**config.mk**
```make
export PLATFORM = sky130hd
export DESIGN_NAME = axi4_traffic_master
export DESIGN_NICKNAME = d
export VERILOG_FILES = /design/src/rtl/axi4_traffic_master.sv
export SDC_FILE = /design/constraint.sdc
export NUM_CORES = 1
export LEC_CHECK = 0
export CORE_ASPECT_RATIO = 1.75
export CORE_MARGIN = 3
export CORE_UTILIZATION = 50
export DETAILED_ROUTE_END_ITERATION = 8
export PLACE_DENSITY = 0.79
export SYNTH_ARGS = -nofsm -noshare
export SYNTH_HDL_FRONTEND = slang
export SYNTH_SLANG_ARGS = --single-unit
```
**constraint.sdc**
```tcl
create_clock -name ACLK -period 7.1 [get_ports ACLK]
set_input_delay 1.775 -clock ACLK [delete_from_list [all_inputs] [get_ports ACLK]]
set_output_delay 1.775 -clock ACLK [all_outputs]
set_load 0.03 [all_outputs]
```
**src/rtl/axi4_traffic_master.sv**
```systemverilog
// axi4_traffic_master
//
// AXI4 master self-test engine. Writes num_bursts INCR bursts of a
// deterministic pattern starting at base_addr, optionally reads the same
// region back and checks it, and counts response, data and RLAST errors.
// Exactly one transaction is outstanding at any time.
//
// Pattern for global word k (k = burst*BURST_LEN + beat) is (seed + k)
// replicated across the data bus.
//
// Ports
//   ACLK, ARESET          clock, synchronous active-high reset
//   start                 one-cycle start request (sampled in IDLE only)
//   mode                  0 write, 1 read, 2/3 write then read-verify
//   base_addr             first burst address (burst-size aligned)
//   num_bursts            bursts per phase
//   seed                  pattern seed
//   busy, done            run status, one-cycle completion pulse
//   resp_err, data_err    saturating error counters
//   last_err              sticky RLAST placement error
//   M_AXI_*               AXI4 master channels AW, W, B, AR, R
//
// state | meaning
// IDLE  | waiting for start
// WA    | write address valid
// WD    | write data beats
// WB    | waiting for write response
// RA    | read address valid
// RD    | accepting and checking read beats
// FIN   | one-cycle done pulse

module axi4_traffic_master #(
    parameter int C_M_AXI_ID_WIDTH   = 1,
    parameter int C_M_AXI_ADDR_WIDTH = 32,
    parameter int C_M_AXI_DATA_WIDTH = 32,
    parameter int BURST_LEN          = 16,
    parameter int CNT_WIDTH          = 16
) (
    input  logic                              ACLK,
    input  logic                              ARESET,
    input  logic                              start,
    input  logic [1:0]                        mode,
    input  logic [C_M_AXI_ADDR_WIDTH-1:0]     base_addr,
    input  logic [CNT_WIDTH-1:0]              num_bursts,
    input  logic [31:0]                       seed,
    output logic                              busy,
    output logic                              done,
    output logic [CNT_WIDTH-1:0]              resp_err,
    output logic [CNT_WIDTH-1:0]              data_err,
    output logic                              last_err,

    output logic [C_M_AXI_ID_WIDTH-1:0]       M_AXI_AWID,
    output logic [C_M_AXI_ADDR_WIDTH-1:0]     M_AXI_AWADDR,
    output logic [7:0]                        M_AXI_AWLEN,
    output logic [2:0]                        M_AXI_AWSIZE,
    output logic [1:0]                        M_AXI_AWBURST,
    output logic                              M_AXI_AWVALID,
    input  logic                              M_AXI_AWREADY,

    output logic [C_M_AXI_DATA_WIDTH-1:0]     M_AXI_WDATA,
    output logic [C_M_AXI_DATA_WIDTH/8-1:0]   M_AXI_WSTRB,
    output logic                              M_AXI_WLAST,
    output logic                              M_AXI_WVALID,
    input  logic                              M_AXI_WREADY,

    input  logic [C_M_AXI_ID_WIDTH-1:0]       M_AXI_BID,
    input  logic [1:0]                        M_AXI_BRESP,
    input  logic                              M_AXI_BVALID,
    output logic                              M_AXI_BREADY,

    output logic [C_M_AXI_ID_WIDTH-1:0]       M_AXI_ARID,
    output logic [C_M_AXI_ADDR_WIDTH-1:0]     M_AXI_ARADDR,
    output logic [7:0]                        M_AXI_ARLEN,
    output logic [2:0]                        M_AXI_ARSIZE,
    output logic [1:0]                        M_AXI_ARBURST,
    output logic                              M_AXI_ARVALID,
    input  logic                              M_AXI_ARREADY,

    input  logic [C_M_AXI_ID_WIDTH-1:0]       M_AXI_RID,
    input  logic [C_M_AXI_DATA_WIDTH-1:0]     M_AXI_RDATA,
    input  logic [1:0]                        M_AXI_RRESP,
    input  logic                              M_AXI_RLAST,
    input  logic                              M_AXI_RVALID,
    output logic                              M_AXI_RREADY
);

    localparam logic [2:0] S_IDLE = 3'd0;
    localparam logic [2:0] S_WA   = 3'd1;
    localparam logic [2:0] S_WD   = 3'd2;
    localparam logic [2:0] S_WB   = 3'd3;
    localparam logic [2:0] S_RA   = 3'd4;
    localparam logic [2:0] S_RD   = 3'd5;
    localparam logic [2:0] S_FIN  = 3'd6;

    localparam int AW          = C_M_AXI_ADDR_WIDTH;
    localparam int DW          = C_M_AXI_DATA_WIDTH;
    localparam int BEAT_BYTES  = DW / 8;
    localparam int BURST_BYTES = BURST_LEN * BEAT_BYTES;

    localparam logic [8:0]           LAST_BEAT = 9'(BURST_LEN - 1);
    localparam logic [AW-1:0]        ADDR_STEP = AW'(BURST_BYTES);
    localparam logic [CNT_WIDTH-1:0] CNT_ONE   = CNT_WIDTH'(1);
    localparam logic [CNT_WIDTH-1:0] CNT_MAX   = '1;
    localparam logic [7:0]           AXI_LEN   = 8'(BURST_LEN - 1);
    localparam logic [2:0]           AXI_SIZE  = 3'($clog2(BEAT_BYTES));
    localparam logic [1:0]           AXI_INCR  = 2'b01;
    localparam logic [1:0]           MODE_RD   = 2'd1;
    localparam logic [1:0]           MODE_WR   = 2'd0;

    logic [2:0]           r_state;
    logic [1:0]           r_mode;
    logic [AW-1:0]        r_base;
    logic [AW-1:0]        r_addr;
    logic [CNT_WIDTH-1:0] r_num;
    logic [CNT_WIDTH-1:0] r_burst;
    logic [CNT_WIDTH-1:0] r_resp_err;
    logic [CNT_WIDTH-1:0] r_data_err;
    logic [31:0]          r_seed;
    logic [31:0]          r_word;
    logic [8:0]           r_beat;
    logic                 r_last_err;

    logic [31:0]          w_word_pat;
    logic [DW-1:0]        w_pattern;
    logic                 w_last_beat;
    logic                 w_last_burst;
    logic                 w_b_hs;
    logic                 w_r_hs;
    logic                 w_resp_inc;
    logic                 w_data_inc;
    logic                 w_unused;

    assign w_word_pat   = r_seed + r_word;
    assign w_pattern    = {(DW/32){w_word_pat}};
    assign w_last_beat  = (r_beat == LAST_BEAT);
    // r_num is never zero outside IDLE/FIN: a zero count goes straight to FIN.
    assign w_last_burst = (r_burst == (r_num - CNT_ONE));
    assign w_b_hs       = (r_state == S_WB) && M_AXI_BVALID;
    assign w_r_hs       = (r_state == S_RD) && M_AXI_RVALID;
    assign w_resp_inc   = (w_b_hs && (M_AXI_BRESP != 2'b00)) ||
                          (w_r_hs && (M_AXI_RRESP != 2'b00));
    // Read-only runs have no pattern written beforehand, so data is not checked.
    assign w_data_inc   = w_r_hs && (r_mode != MODE_RD) && (M_AXI_RDATA != w_pattern);
    assign w_unused     = ^{M_AXI_BID, M_AXI_RID};

    always_ff @(posedge ACLK) begin
        if (ARESET) begin
            r_state    <= S_IDLE;
            r_mode     <= 2'd0;
            r_base     <= '0;
            r_addr     <= '0;
            r_num      <= '0;
            r_burst    <= '0;
            r_resp_err <= '0;
            r_data_err <= '0;
            r_seed     <= 32'd0;
            r_word     <= 32'd0;
            r_beat     <= 9'd0;
            r_last_err <= 1'b0;
        end else begin
            if (w_resp_inc && (r_resp_err != CNT_MAX)) begin
                r_resp_err <= r_resp_err + CNT_ONE;
            end
            if (w_data_inc && (r_data_err != CNT_MAX)) begin
                r_data_err <= r_data_err + CNT_ONE;
            end
            if (w_r_hs && (M_AXI_RLAST != w_last_beat)) begin
                r_last_err <= 1'b1;
            end

            case (r_state)
                S_IDLE: begin
                    if (start) begin
                        r_mode     <= mode;
                        r_base     <= base_addr;
                        r_addr     <= base_addr;
                        r_num      <= num_bursts;
                        r_seed     <= seed;
                        r_burst    <= '0;
                        r_beat     <= 9'd0;
                        r_word     <= 32'd0;
                        r_resp_err <= '0;
                        r_data_err <= '0;
                        r_last_err <= 1'b0;
                        if (num_bursts == '0) begin
                            r_state <= S_FIN;
                        end else if (mode == MODE_RD) begin
                            r_state <= S_RA;
                        end else begin
                            r_state <= S_WA;
                        end
                    end
                end
                S_WA: begin
                    if (M_AXI_AWREADY) begin
                        r_state <= S_WD;
                    end
                end
                S_WD: begin
                    if (M_AXI_WREADY) begin
                        r_word <= r_word + 32'd1;
                        if (w_last_beat) begin
                            r_beat  <= 9'd0;
                            r_state <= S_WB;
                        end else begin
                            r_beat <= r_beat + 9'd1;
                        end
                    end
                end
                S_WB: begin
                    if (M_AXI_BVALID) begin
                        if (!w_last_burst) begin
                            r_burst <= r_burst + CNT_ONE;
                            r_addr  <= r_addr + ADDR_STEP;
                            r_state <= S_WA;
                        end else if (r_mode == MODE_WR) begin
                            r_state <= S_FIN;
                        end else begin
                            // Read-verify replays the same region and word sequence.
                            r_burst <= '0;
                            r_addr  <= r_base;
                            r_word  <= 32'd0;
                            r_state <= S_RA;
                        end
                    end
                end
                S_RA: begin
                    if (M_AXI_ARREADY) begin
                        r_state <= S_RD;
                    end
                end
                S_RD: begin
                    if (M_AXI_RVALID) begin
                        r_word <= r_word + 32'd1;
                        // Burst length is counted locally; RLAST only feeds last_err.
                        if (w_last_beat) begin
                            r_beat <= 9'd0;
                            if (!w_last_burst) begin
                                r_burst <= r_burst + CNT_ONE;
                                r_addr  <= r_addr + ADDR_STEP;
                                r_state <= S_RA;
                            end else begin
                                r_state <= S_FIN;
                            end
                        end else begin
                            r_beat <= r_beat + 9'd1;
                        end
                    end
                end
                S_FIN: begin
                    r_state <= S_IDLE;
                end
                default: begin
                    r_state <= S_IDLE;
                end
            endcase
        end
    end

    assign busy     = (r_state != S_IDLE) && (r_state != S_FIN);
    assign done     = (r_state == S_FIN);
    assign resp_err = r_resp_err;
    assign data_err = r_data_err;
    assign last_err = r_last_err;

    assign M_AXI_AWID    = '0;
    assign M_AXI_AWADDR  = r_addr;
    assign M_AXI_AWLEN   = AXI_LEN;
    assign M_AXI_AWSIZE  = AXI_SIZE;
    assign M_AXI_AWBURST = AXI_INCR;
    assign M_AXI_AWVALID = (r_state == S_WA);

    assign M_AXI_WDATA   = (r_state == S_WD) ? w_pattern : '0;
    assign M_AXI_WSTRB   = '1;
    assign M_AXI_WLAST   = (r_state == S_WD) && w_last_beat;
    assign M_AXI_WVALID  = (r_state == S_WD);

    assign M_AXI_BREADY  = (r_state == S_WB);

    assign M_AXI_ARID    = '0;
    assign M_AXI_ARADDR  = r_addr;
    assign M_AXI_ARLEN   = AXI_LEN;
    assign M_AXI_ARSIZE  = AXI_SIZE;
    assign M_AXI_ARBURST = AXI_INCR;
    assign M_AXI_ARVALID = (r_state == S_RA);

    assign M_AXI_RREADY  = (r_state == S_RD);

endmodule
```
## Word-level counts from Yosys, hierarchy flattened

Cells that the tools add are included.
Widths: inputs -> output; s select.

- Input port bits: 129
- Word-level logic and storage cells: 125
- Bits in writable memories: 0
- Memories kept: 0
- ROM bits: 0
- Register bits after elaboration: 207
- Output and inout bits: 169
- Latch bits: 0

- $lt $le $gt $ge: 0
- Muxes and demuxes: 52
- Shifts and indexed selects: 0
- Equal/unequal tests: 27
- Reduce and logical (&&, ||, !) cells: 26
- Divide/modulo/power cells: 0
- Add/sub/neg operators: 8
- Multipliers: 0
- Bitwise logic cells: 0

Operators with widths:

| operator | count |
|---|---|
| $mux 32 | 14 |
| $mux 16 | 13 |
| $pmux 32 s4 | 1 |
| $pmux 32 s3 | 1 |
| $add 16x1->16 const B | 3 |
| $pmux 16 s3 | 1 |
| $mux 9 | 4 |
| $mux 3 | 11 |
| $add 32x1->32 const B | 1 |
| $add 32x32->32 | 1 |
| $add 32x7->32 const B | 1 |
| $ne 16x16->1 const B | 2 |
| $ne 32x32->1 | 1 |
| $pmux 9 s3 | 1 |
| $pmux 3 s6 | 1 |
| $eq 16x16->1 | 1 |
| $logic_not 16->1 | 1 |
| $sub 16x1->16 const B | 1 |
| $ne 2x1->1 const B | 7 |
| $reduce_and 7->1 | 2 |
| $logic_and 1x1->1 | 11 |
| $ne 2x2->1 const B | 5 |
| $add 9x1->9 const B | 1 |
| $eq 3x3->1 const B | 3 |
| other kinds (17) | 25 |

## Logic depth before layout (Yosys ltp)

- Depth after elaboration: 8
- Gate-level depth with buffers: 15
- Gate-level depth less buffers: 14

## Least setup slack after synthesis

Ideal clock, no wire load.

- Kind: register to output
- Start: register r_word[3]
- End: output port M_AXI_WDATA[31]
- Buffers on the path: 0
- Cell stages (with the launch flop): 10
- Arrival: 2.807 ns
- Data required time: 5.325 ns
- Path slack: 2.518 ns
- Cell sequence: dfxtp_1 > ha_1 > a21o_1 > a21oi_1 > a21oi_1 > a221o_1 > a31oi_1 > o21ai_0 > xnor2_1 > nor2_1

- Longest elaborated chain between the ends: 2

RTL lines:

| element | RTL line | text |
|---|---|---|
| start: declaration | 119 | `logic [31:0] r_word;` |
| start signal: assignment | 201 | `r_word <= r_word + 32'd1;` |
| start signal: assignment | 234 | `r_word <= r_word + 32'd1;` |
| $add 32x32->32 | 133 | `assign w_word_pat = r_seed + r_word;` |
| $mux 32 | 273 | `assign M_AXI_WDATA = (r_state == S_WD) ? w_pattern : '0;` |
| end: declaration | 60 | `output logic [C_M_AXI_DATA_WIDTH-1:0] M_AXI_WDATA,` |

No other way between the ends.

## Worst setup path after layout

Ends and elaborated chain as after synthesis.

==> impl_metrics.tcl <==
set metrics [dict create \
    drt_iter0_drc 708 \
    met2_length_mm 22.45 \
    antenna_left 0 \
    slew_headroom_pct 27.50 \
    hp-class "reg -> reg" \
    start_util_pct 51.39 \
    status "finished clean" \
    fp.dieW_um 129.9 \
    synth.area.top_cells "dfxtp_1 (31%), nand2_1 (8.0%), a21oi_1 (6.4%)" \
    drtPass1Iterations 5 \
    rows 78 \
    ys_dominant_reg_cell "dfxtp_1" \
    timing_worst_setup_path_type "reg -> out" \
    post-cts-setup-buffers 0 \
    synth_fa_ha_area_share_pct 3.686 \
    synth_edf_count 0 \
    grt_pass1_vias 13120 \
    core-area_um2 26160 \
    timing.rr.end "data_err[14]" \
    syn_inst 1799 \
    grt_usage_pct 28.74 \
    rsz0062_at_grt "false" \
    pin_count 298 \
    wl_mm 43.16 \
    cp_top_family "compound AO/OA/AOI/OAI gates" \
    crit_slowest_cell "a31oi_1" \
    synth_top_family_by_area "simple AND/OR/NAND/NOR gates" \
    holdPathEnd "r_base[6]" \
    ys_seq_elements 207 \
    intPower_mw 2.731 \
    cts_tree "done" \
    yosys.area_share.simple_pct 26.97 \
    worstPathArrival_ns 4.50 \
    hold_path.startpoint "r_base[6]" \
    leakagePower_nw 6.055 \
    root_buffer "clkbuf_16" \
    startpoint_type "flip-flop" \
    nets 2129 \
    required_ns 5.33 \
    yosysTopAreaCellShare_pct 30.83 \
    wl_met3_mm 2.561 \
    seqPwrFrac_pct 33.4 \
    crit_fanout 7 \
    ir_drop_mv 0.2937 \
    fillers 2397 \
    hpwlAfterDp_mm 32.79 \
    cts.sinks 207 \
    drc 0 \
    vias_per_cell 5.910 \
    fin_crit_sh_pct 88.31 \
    path_common_cell "a21oi_1" \
    crit_path_end_kind "primary output" \
    p_switching_mw 1.930 \
    wl_met1_mm 15.35 \
    die_area_um2 28960 \
    via_count 13570 \
    ys_async_sr_fraction_pct 0 \
    worstMarginPinSlew_ns 1.079 \
    grt_pass1_wl_mm 67.50 \
    antenna_found_initial 1 \
    max_stage_delay_ns 0.79 \
    reg2reg_slack_ns 1.90 \
    power_density_nw_per_um2 283.5 \
    ys_types 83 \
    combPwrFrac_pct 43.5 \
    seq_area_um2 4144 \
    yosysTopAreaCell "dfxtp_1" \
    r2r_cells 12 \
    cts_buffers 21 \
    clk_latency_ns 0.50 \
    clockBufferDepth 3 \
    min_path_cells 2 \
    cap_violations 0 \
    setup_viol_count_final 0 \
    finalHoldViolations 0 \
    grt_overflow 0 \
    synthMuxAreaShare_pct 2.169 \
    wl_per_cell_um 18.80 \
    syn_area_per_cell_um2 7.471 \
    period_minus_slack_ns 6.270 \
    cts-hold-fix-buffers 0 \
    worst-path-buf-inv 1 \
    yosysSeqAreaShare_pct 30.83 \
    tns_ns 0 \
    syn2layout_area_growth_pct 22.31 \
    cts_resized 0 \
    finClkSkew_ns 0.01340 \
    place.gp.congestion 0.9578 \
    layout-drive-gt1-share_pct 3.241 \
    synth_compound_area_share_pct 19.07 \
    rr_startpoint "r_word[3]" \
    port_buffers 263 \
    final_max_slew_viol_count 0 \
    die_y_um 222.9 \
    path_cells "ha_1 > a21o_1 > a21oi_1 > a21oi_1 > a221o_1 > a31oi_1 > o21ai_0 > xnor2_1 > nor2_1 > clkdlybuf4s50_1" \
    p_total_mw 4.661 \
    syn_area_um2 13440 \
    htreeDepth 1 \
    power.share.clock_pct 23.1 \
    highest_layer "met4" \
    multiInputGateArea_um2 8417 \
    clk_transition_reported_paths_ns 0.06 \
    ys_warn_count 0 \
    synth_xor_xnor_area_share_pct 9.765 \
    grt_max_degree 96 \
    switching_share_pct 41.41 \
    fmax_mhz 159.5 \
]
worst reg2reg max path, stage by stage (launching register included):
cell     delay [ns]
dfxtp_1        0.43
ha_1           0.35
a21o_1         0.20
a21oi_1        0.36
a21oi_1        0.17
a221o_1        0.47
a31oi_1        0.79
mux2i_1        0.33
or4b_1         0.58
nor4_1         0.40
nand3_1        0.52
a31oi_1        0.37
nor3_1         0.07
registers in the layout, indices dropped and copies added (netlist names):
| register | cells |
|---|---|
| M_AXI_ARADDR | 32 |
| r_base | 32 |
| r_seed | 32 |
| r_word | 32 |
| data_err | 16 |
| r_burst | 16 |
| r_num | 16 |
| resp_err | 16 |
| r_beat | 9 |
| r_state | 3 |
| r_mode | 2 |
| last_err | 1 |
cell families after synthesis:
group | after synthesis
flip-flops | 207
adder cells (fa/ha/maj) | 39
other | 2
AO/OA/AOI/OAI | 418
AND/OR/NAND/NOR | 768
buffers and inverters | 194
XOR/XNOR | 142
multiplexers | 29
final cells by class:
class	instances	share of cell area, %
Timing Repair Buffer	273	16.45
Tap cell	320	2.435
Multi-Input combinational cell	1428	51.20
Inverter	30	0.6850
Sequential cell	207	25.21
Clock buffer	29	3.562
Antenna cell	1	0.01522
Clock inverter	8	0.4414
worst max path at each step:
stage | startpoint | cells past startpoint | slack [ns] | end
6_report | r_word[3] | 10 | 0.83 | M_AXI_WDATA[31]
5_1_grt | r_word[3] | 10 | 0.54 | M_AXI_WDATA[31]
4_1_cts | r_word[3] | 10 | 0.85 | M_AXI_WDATA[31]
3_5_place_dp | M_AXI_RDATA[27] | 11 | 1.36 | data_err[14]
3_3_place_gp | M_AXI_RDATA[27] | 11 | 1.32 | data_err[14]
2_1_floorplan | r_word[3] | 9 | 2.52 | M_AXI_WDATA[31]
stage by stage:
step / util (%) / std cells / worst slack (ns) / cell area (µm²) / hold slack (ns)
2_1_floorplan: - / 1829 / 2.518 / 13550 / 0.4357
3_3_place_gp: 60.33 / 2258 / 1.321 / 15780 / 0.4406
3_5_place_dp: 60.33 / 2258 / 1.356 / 15780 / 0.4458
4_1_cts: 62.84 / 2295 / 0.8536 / 16440 / 0.4539
5_1_grt: 62.85 / 2296 / 0.5427 / 16440 / 0.4731
6_report: 62.85 / 2296 / 0.8296 / 16440 / 0.4549
power groups by stage:
| stage | clock (mW) | sequential, mW | combinational, mW |
|---|---|---|---|
| after floorplan | 0 | 1.63 | 1.35 |
| after global placement | 0 | 1.57 | 1.98 |
| after detailed placement | 0 | 1.58 | 2.01 |
| after CTS | 1.11 | 1.55 | 2.02 |
| after global routing | 1.15 | 1.58 | 2.19 |
| final | 1.08 | 1.56 | 2.03 |
placed cells by master, fill, tap and decap left out, types with 6 or more instances in the layout:
| cell type | n |
|---|---|
| a31oi_1 | 10 |
| ha_1 | 38 |
| a21oi_1 | 171 |
| buf_4 | 11 |
| o21ai_0 | 86 |
| o22ai_1 | 8 |
| nand2b_1 | 15 |
| a2111oi_0 | 6 |
| and4_1 | 15 |
| or4_1 | 6 |
| nand4_1 | 31 |
| a211oi_1 | 18 |
| nand3_1 | 57 |
| nor3_1 | 33 |
| nor2b_1 | 11 |
| xor2_1 | 65 |
| o2111ai_1 | 6 |
| nand2_1 | 286 |
| xnor2_1 | 72 |
| o21a_1 | 14 |
| mux2i_1 | 28 |
| dfxtp_1 | 207 |
| nor2_1 | 183 |
| inv_1 | 30 |
| a21o_1 | 7 |
| and2_1 | 15 |
| clkbuf_16 | 21 |
| o211ai_1 | 23 |
| conb_1 | 32 |
| a22oi_1 | 18 |
| and3_1 | 31 |
| clkdlybuf4s50_1 | 262 |
| o31ai_1 | 6 |
| or3_1 | 40 |
| nor4_1 | 17 |
cell usage after synthesis (all sizes together) (5+ instances only):
master and n:
o2111ai 6, dfxtp 207, o22ai 8, and2 17, o31ai 6, o21ai 88, a21o 7, o211ai 23
and3 31, nor2 184, nand3 57, or3 40, mux2i 28, or2 5, nand4 33, nor2b 11
or4 7, nand2 287, nor3 33, ha 38, buf 79, a211oi 19, xor2 65, o21a 14
a21oi 172, nor4 18, clkbuf 85, xnor3 5, xnor2 72, a2111oi 7, nand2b 15, and4 15
a22oi 18, inv 30, a31oi 10
per-layer routing:
layer | global-route usage [%] | vias up
met2 | 52.04 | 528
met5 | 0 | -
met1 | 30.68 | 6330
met3 | 4.217 | 141
li1 | - | 6571
met4 | 17.25 | 0
No activity file was read; power rests on OpenSTA's default activity.
==> RTL change 1, RTL diff (config.mk and constraints unchanged) <==
Make the reset (`ARESET`) asynchronous in one clocked block. Comments in the files are not updated.
--- a/src/rtl/axi4_traffic_master.sv
+++ b/src/rtl/axi4_traffic_master.sv
@@ -144,5 +144,5 @@
     assign w_unused     = ^{M_AXI_BID, M_AXI_RID};
 
-    always_ff @(posedge ACLK) begin
+    always_ff @(posedge ACLK or posedge ARESET) begin
         if (ARESET) begin
             r_state    <= S_IDLE;
Behaviour: not the same (Yosys sat finds a counterexample within 4 cycles, from zero or initial values and one cycle with ARESET high; the reset may be asserted at any time).
==> RTL change 1 against the unedited design <==
Register-to-register slack improved by 320 ps; combinational power is 76% higher; cell area rose by 4.7%; wire length up 3.4%; worst setup slack got worse by 41 ps; critical path type unchanged; power increased by 42%; sequential cell count unchanged; critical endpoint is now M_AXI_WDATA[26]; sequential share of layout area rose by 4.9 points; non-clock buffer count grew 6; synthesized area rose by 4.3%; count of clock-buffer cells in the layout down 2.
==> RTL change 1: results (changes against the unedited design) <==
- The relative slew slack is 13.6% (-14 points).
- The synthesized-area fraction occupied by ao, oa, aoi and oai cells is 16.0% (-3.1 points).
- The number of nets in the layout is 2070 (-2.8%).
- The most common flop cell mapped by yosys is sky130_fd_sc_hd__dfrtp_1.
- The met1 track utilization from global routing is 29.5% (-1.1 points).
- The met3 usage is 4.31% (+0.096 points).
- The xor and xnor area share after synthesis is 8.73% (-1.0 points).
- By area the synthesized netlist is led by sky130_fd_sc_hd__dfrtp_1, sky130_fd_sc_hd__nand2_1, sky130_fd_sc_hd__xor2_1, sky130_fd_sc_hd__nor2_1, sky130_fd_sc_hd__xnor2_1.
- The number of non-clock buffers is 279 (+2.2%).
- The post-detailed-route wirelength per cell is 19.5 um (+3.9%).
- The clock buffer count in the final layout is 27 (-6.9%).
- The final weighted congestion in routability-driven placement is 0.982 (+2.5%).
- The commonest cells after synthesis are sky130_fd_sc_hd__nand2_1, sky130_fd_sc_hd__dfrtp_1, sky130_fd_sc_hd__nor2_1.
- The final setup skew was 21.0 ps (+7.63 ps).
- The run finished with clean final reports.
- The non-clock inverter count in the final layout is 21 (-30%).
- The layout cell share with drive strength beyond 1 is 4.28% (+1.0 points).
- The number of global-route vias before repair is 13400 (+2.1%).
- The largest net degree at the start of global routing is 161 (+68%).
- The placement row count is 80 (+2.6%).
- The leakage power figure is 0.00761 uW (+26%).
- The multiplexer area fraction after synthesis is 1.61% (-0.56 points).
- The final core utilization came to 62.8% (-0.076 points).
- The overall routed net length is 44600 um (+3.4%).
- The first-pass GRT wire length is 69400 um (+2.9%).
- The CTS buffer count is 19 (-9.5%).
- The filler cell count in the final layout was 2420 (+0.96%).
- The post-synthesis adder-cell area fraction is 3.53% (-0.15 points).
- The total internal power is 3510 uW (+29%).
- The share of flip-flops with an asynchronous set or reset after synthesis was 100% (+100 points).
- The met2 wire length is 23700 um (+5.5%).
- The standard cell area after detailed placement is 0.0166 mm2 (+5.0%).
- The largest incremental delay on the critical path is 680 ps (-110 ps).
- The endpoint arrival time on the critical path is 4540 ps (+40 ps).
- The part of the total power dissipated in combinational logic is 54.0% (+11 points).
- The met1 wire length is 15800 um (+3.0%).
- The clock buffer and inverter area fraction after layout came to 3.79% (-0.21 points).
- The met2 capacity usage during global routing is 54.2% (+2.2 points).
- The minimum setup slack after placement is 1300 ps (-53.7 ps).
- The fraction of area in non-clock buffers is 16.1% (-0.32 points).
- The highest-delay cell along the critical path is sky130_fd_sc_hd__clkdlybuf4s50_1.
- The maximum fanout along the worst path is 6 (-1).
## RTL change 1: cell count changes after synthesis, moves of 11 or more
cell / before / now
sky130_fd_sc_hd__a21oi_1: 171 / 80
sky130_fd_sc_hd__o31ai_1: 6 / 22
sky130_fd_sc_hd__and4_1: 15 / 4
sky130_fd_sc_hd__dfxtp_1: 207 / 0
sky130_fd_sc_hd__o21ai_0: 86 / 101
sky130_fd_sc_hd__and3_1: 31 / 43
sky130_fd_sc_hd__or3_1: 40 / 16
sky130_fd_sc_hd__o211ai_1: 23 / 5
sky130_fd_sc_hd__nor2_1: 184 / 152
sky130_fd_sc_hd__a221oi_1: 1 / 12
sky130_fd_sc_hd__nand2_1: 287 / 352
sky130_fd_sc_hd__dfrtp_1: 0 / 207
## RTL change 1: kinds of logic (layout without fill, tap and decap cells)
group / after synthesis / count (layout)
and+or+nand+nor: 799 / 799
AOI/OAI and AO/OA: 347 / 347
DFF: 207 / 207
buffers and inverters: 174 / 334
xor gates and xnor gates: 135 / 135
adders and majority gates: 39 / 39
muxes: 22 / 22
other: 2 / 33
## RTL change 1: final timing paths
check | startpoint | to | slack [ps] | depth (start not counted)
setup / recovery | r_word[0]$_DFFE_PP0P_ | M_AXI_WDATA[26] | 790 | 12
hold / removal | r_base[19]$_DFFE_PP0P_ | r_base[19]$_DFFE_PP0P_ | 480 | 2
setup reg to reg | r_word[0]$_DFFE_PP0P_ | data_err[6]$_DFF_PP0_ | 2220 | 14
hold reg to reg | r_base[19]$_DFFE_PP0P_ | r_base[19]$_DFFE_PP0P_ | 480 | 2
max in group asynchronous | ARESET | r_seed[25]$_DFFE_PP0P_ | 3970 | 4
min in group asynchronous | ARESET | r_num[3]$_DFFE_PP0P_ | 1810 | 3
==> RTL change 2, RTL diff (config.mk and constraints unchanged) <==
Without the edit above. Change the parameter `C_M_AXI_ADDR_WIDTH` from 32 to 16.
--- a/src/rtl/axi4_traffic_master.sv
+++ b/src/rtl/axi4_traffic_master.sv
@@ -32,5 +32,5 @@
 module axi4_traffic_master #(
     parameter int C_M_AXI_ID_WIDTH   = 1,
-    parameter int C_M_AXI_ADDR_WIDTH = 32,
+    parameter int C_M_AXI_ADDR_WIDTH = 16,
     parameter int C_M_AXI_DATA_WIDTH = 32,
     parameter int BURST_LEN          = 16,
Ports: changed (resized M_AXI_ARADDR, M_AXI_AWADDR and base_addr); port bits go from 298 to 250. The function was not compared with the original's and may differ.
==> RTL change 2 against the unedited design <==
Fmax rose by 3.4%; sequential cell count fell by 32; power fell by 26%; critical path type unchanged; synthesized cell count fell by 13%; synthesized area fell by 14%; cell area fell by 14%; worst setup slack improved by 210 ps; global-route usage fell by 1.4 points; largest cell class unchanged; wire length fell by 18%; combinational power fell by 34%; die area fell by 13%; register-to-register slack improved by 140 ps.
==> RTL change 2: results (changes against the unedited design) <==
- The maximum clock insertion buffer count is 2 (-1).
- The initial antenna violation count came to 0 (-1).
- The leakage power figure is 0.00512 uW (-16%).
- The clock network latency to the later pin of the worst-skew pair came to 430 ps (-70 ps).
- The per-instance average area after synthesis is 7.45 um2 (-0.30%).
- The CTS buffer count is 17 (-19%).
- The final weighted congestion in routability-driven placement was 1.06 (+10%).
- The via count is 11700 (-14%).
- The worst hold path terminates at r_base[0]$_SDFFE_PP0P_.
- The run finished with clean final reports.
- The global-route usage over all layers is 27.3% (-1.4 points).
- The sequential cell area fraction in the yosys report was 30.2% (-0.64 points).
- The slack of the worst reg-to-reg path is 2040 ps (+140 ps).
- The post-detailed-route wirelength per cell came to 17.6 um (-6.6%).
- The endpoint arrival time on the critical path is 4290 ps (-210 ps).
- The final critical-path share of the clock period is 85.4% (-2.9 points).
- The largest incremental delay on the critical path was 860 ps (+70 ps).
- Tracing the worst setup path back leads to its startpoint at r_word[0]$_SDFFE_PP0P_.
- The number of nets in the layout is 1859 (-13%).
- The fraction of power consumed by sequential logic is 35.4% (+2.0 points).
- The distinct cell type count of the synthesized netlist is 73 (-12%).
- The CTS H-tree depth is 4 (+3).
- The first-pass GRT wire length is 55600 um (-18%).
- Broken down by cell family, the worst path's largest delay share belongs to simple AND/OR/NAND/NOR gates.
- The met3 usage is 4.09% (-0.13 points).
- The met1 wire length is 12700 um (-17%).
- The met1 track utilization from global routing is 27.2% (-3.5 points).
- By count the netlist is led by sky130_fd_sc_hd__nand2_1, sky130_fd_sc_hd__nor2_1, sky130_fd_sc_hd__dfxtp_1.
- The power dissipated in sequential cells is 1220 uW (-22%).
- The depth of the most critical reg-to-reg path is 13 (+1).
- The met3 routed wirelength is 1570 um (-39%).
- The slowest stage of the critical path belongs to the cell sky130_fd_sc_hd__nor4_1.
- The number of instances in the placed design is 1988 (-12%).
- In this run the most critical hold path is launched from r_base[0]$_SDFFE_PP0P_.
- The power in combinational cells is 1340 uW (-34%).
- The met2 wire length is 18900 um (-16%).
- The number of diodes is 0 (-1).
- The met2 capacity usage during global routing was 51.3% (-0.76 points).
- The final setup skew came to 6.57 ps (-6.83 ps).
- The net switching component of the power was 1370 uW (-29%).
- The number of global-route vias before repair is 11100 (-15%).
- The largest net degree at the start of global routing was 78 (-19%).
- The maximum fanout along the worst path is 6 (-1).
- By area the synthesized netlist is led by sky130_fd_sc_hd__dfxtp_1, sky130_fd_sc_hd__nand2_1, sky130_fd_sc_hd__xnor2_1, sky130_fd_sc_hd__nor2_1, sky130_fd_sc_hd__a21oi_1.
- The number of vias per cell is 5.79 (-2.0%).
- The slew at the pin closest to its max-slew limit is 1220 ps (+137 ps).
- The standard cell area after detailed placement is 0.0137 mm2 (-13%).
- The number of input and output port buffers inserted is 215 (-18%).
- The post-route worst hold slack is 457 ps (+1.66 ps).
## RTL change 2: changes by cell type after synthesis, moves of 10 or more
cell and delta:
sky130_fd_sc_hd__a21o_1 +12, sky130_fd_sc_hd__a21oi_1 -41, sky130_fd_sc_hd__buf_4 -15, sky130_fd_sc_hd__clkbuf_1 -25, sky130_fd_sc_hd__dfxtp_1 -32, sky130_fd_sc_hd__inv_1 +10
sky130_fd_sc_hd__mux2i_1 -12, sky130_fd_sc_hd__nand2_1 -57, sky130_fd_sc_hd__nor3_1 +23, sky130_fd_sc_hd__nor3b_1 +14, sky130_fd_sc_hd__o211ai_1 -15, sky130_fd_sc_hd__o21ai_0 -31
sky130_fd_sc_hd__or3_1 -20, sky130_fd_sc_hd__xor2_1 -23
## RTL change 2: worst max path at each step
| stage | to | cells after the start |
|---|---|---|
| finish | M_AXI_WDATA[18] | 11 |
| global route | M_AXI_WDATA[30] | 12 |
| CTS | M_AXI_WDATA[18] | 11 |
| detailed placement | data_err[13]$_SDFF_PP0_ | 13 |
| global placement | data_err[13]$_SDFF_PP0_ | 13 |
| floorplan | M_AXI_WDATA[25] | 9 |
## RTL change 2: cell families (layout without fill, tap and decap cells)
kind of cell / Yosys count / after routing / synth area share [%]
xor+xnor: 127 / 127 / 10.2
fa+ha+maj: 39 / 39 / 4.27
compound gates: 337 / 337 / 18.4
flops: 175 / 175 / 30.2
mux: 19 / 19 / 1.67
other cells: 2 / 32 / 0.0647
simple gates: 696 / 696 / 28.2
buf+inv: 163 / 295 / 6.96
## RTL change 2: area by class of cell
class,instances,area [um2]
clock buffer,18,439
clock inverter,14,123
fill,2086,8530
inverter,40,150
multi-input combinational,1250,7410
sequential,175,3500
tap,300,375
timing repair buffer,223,2210
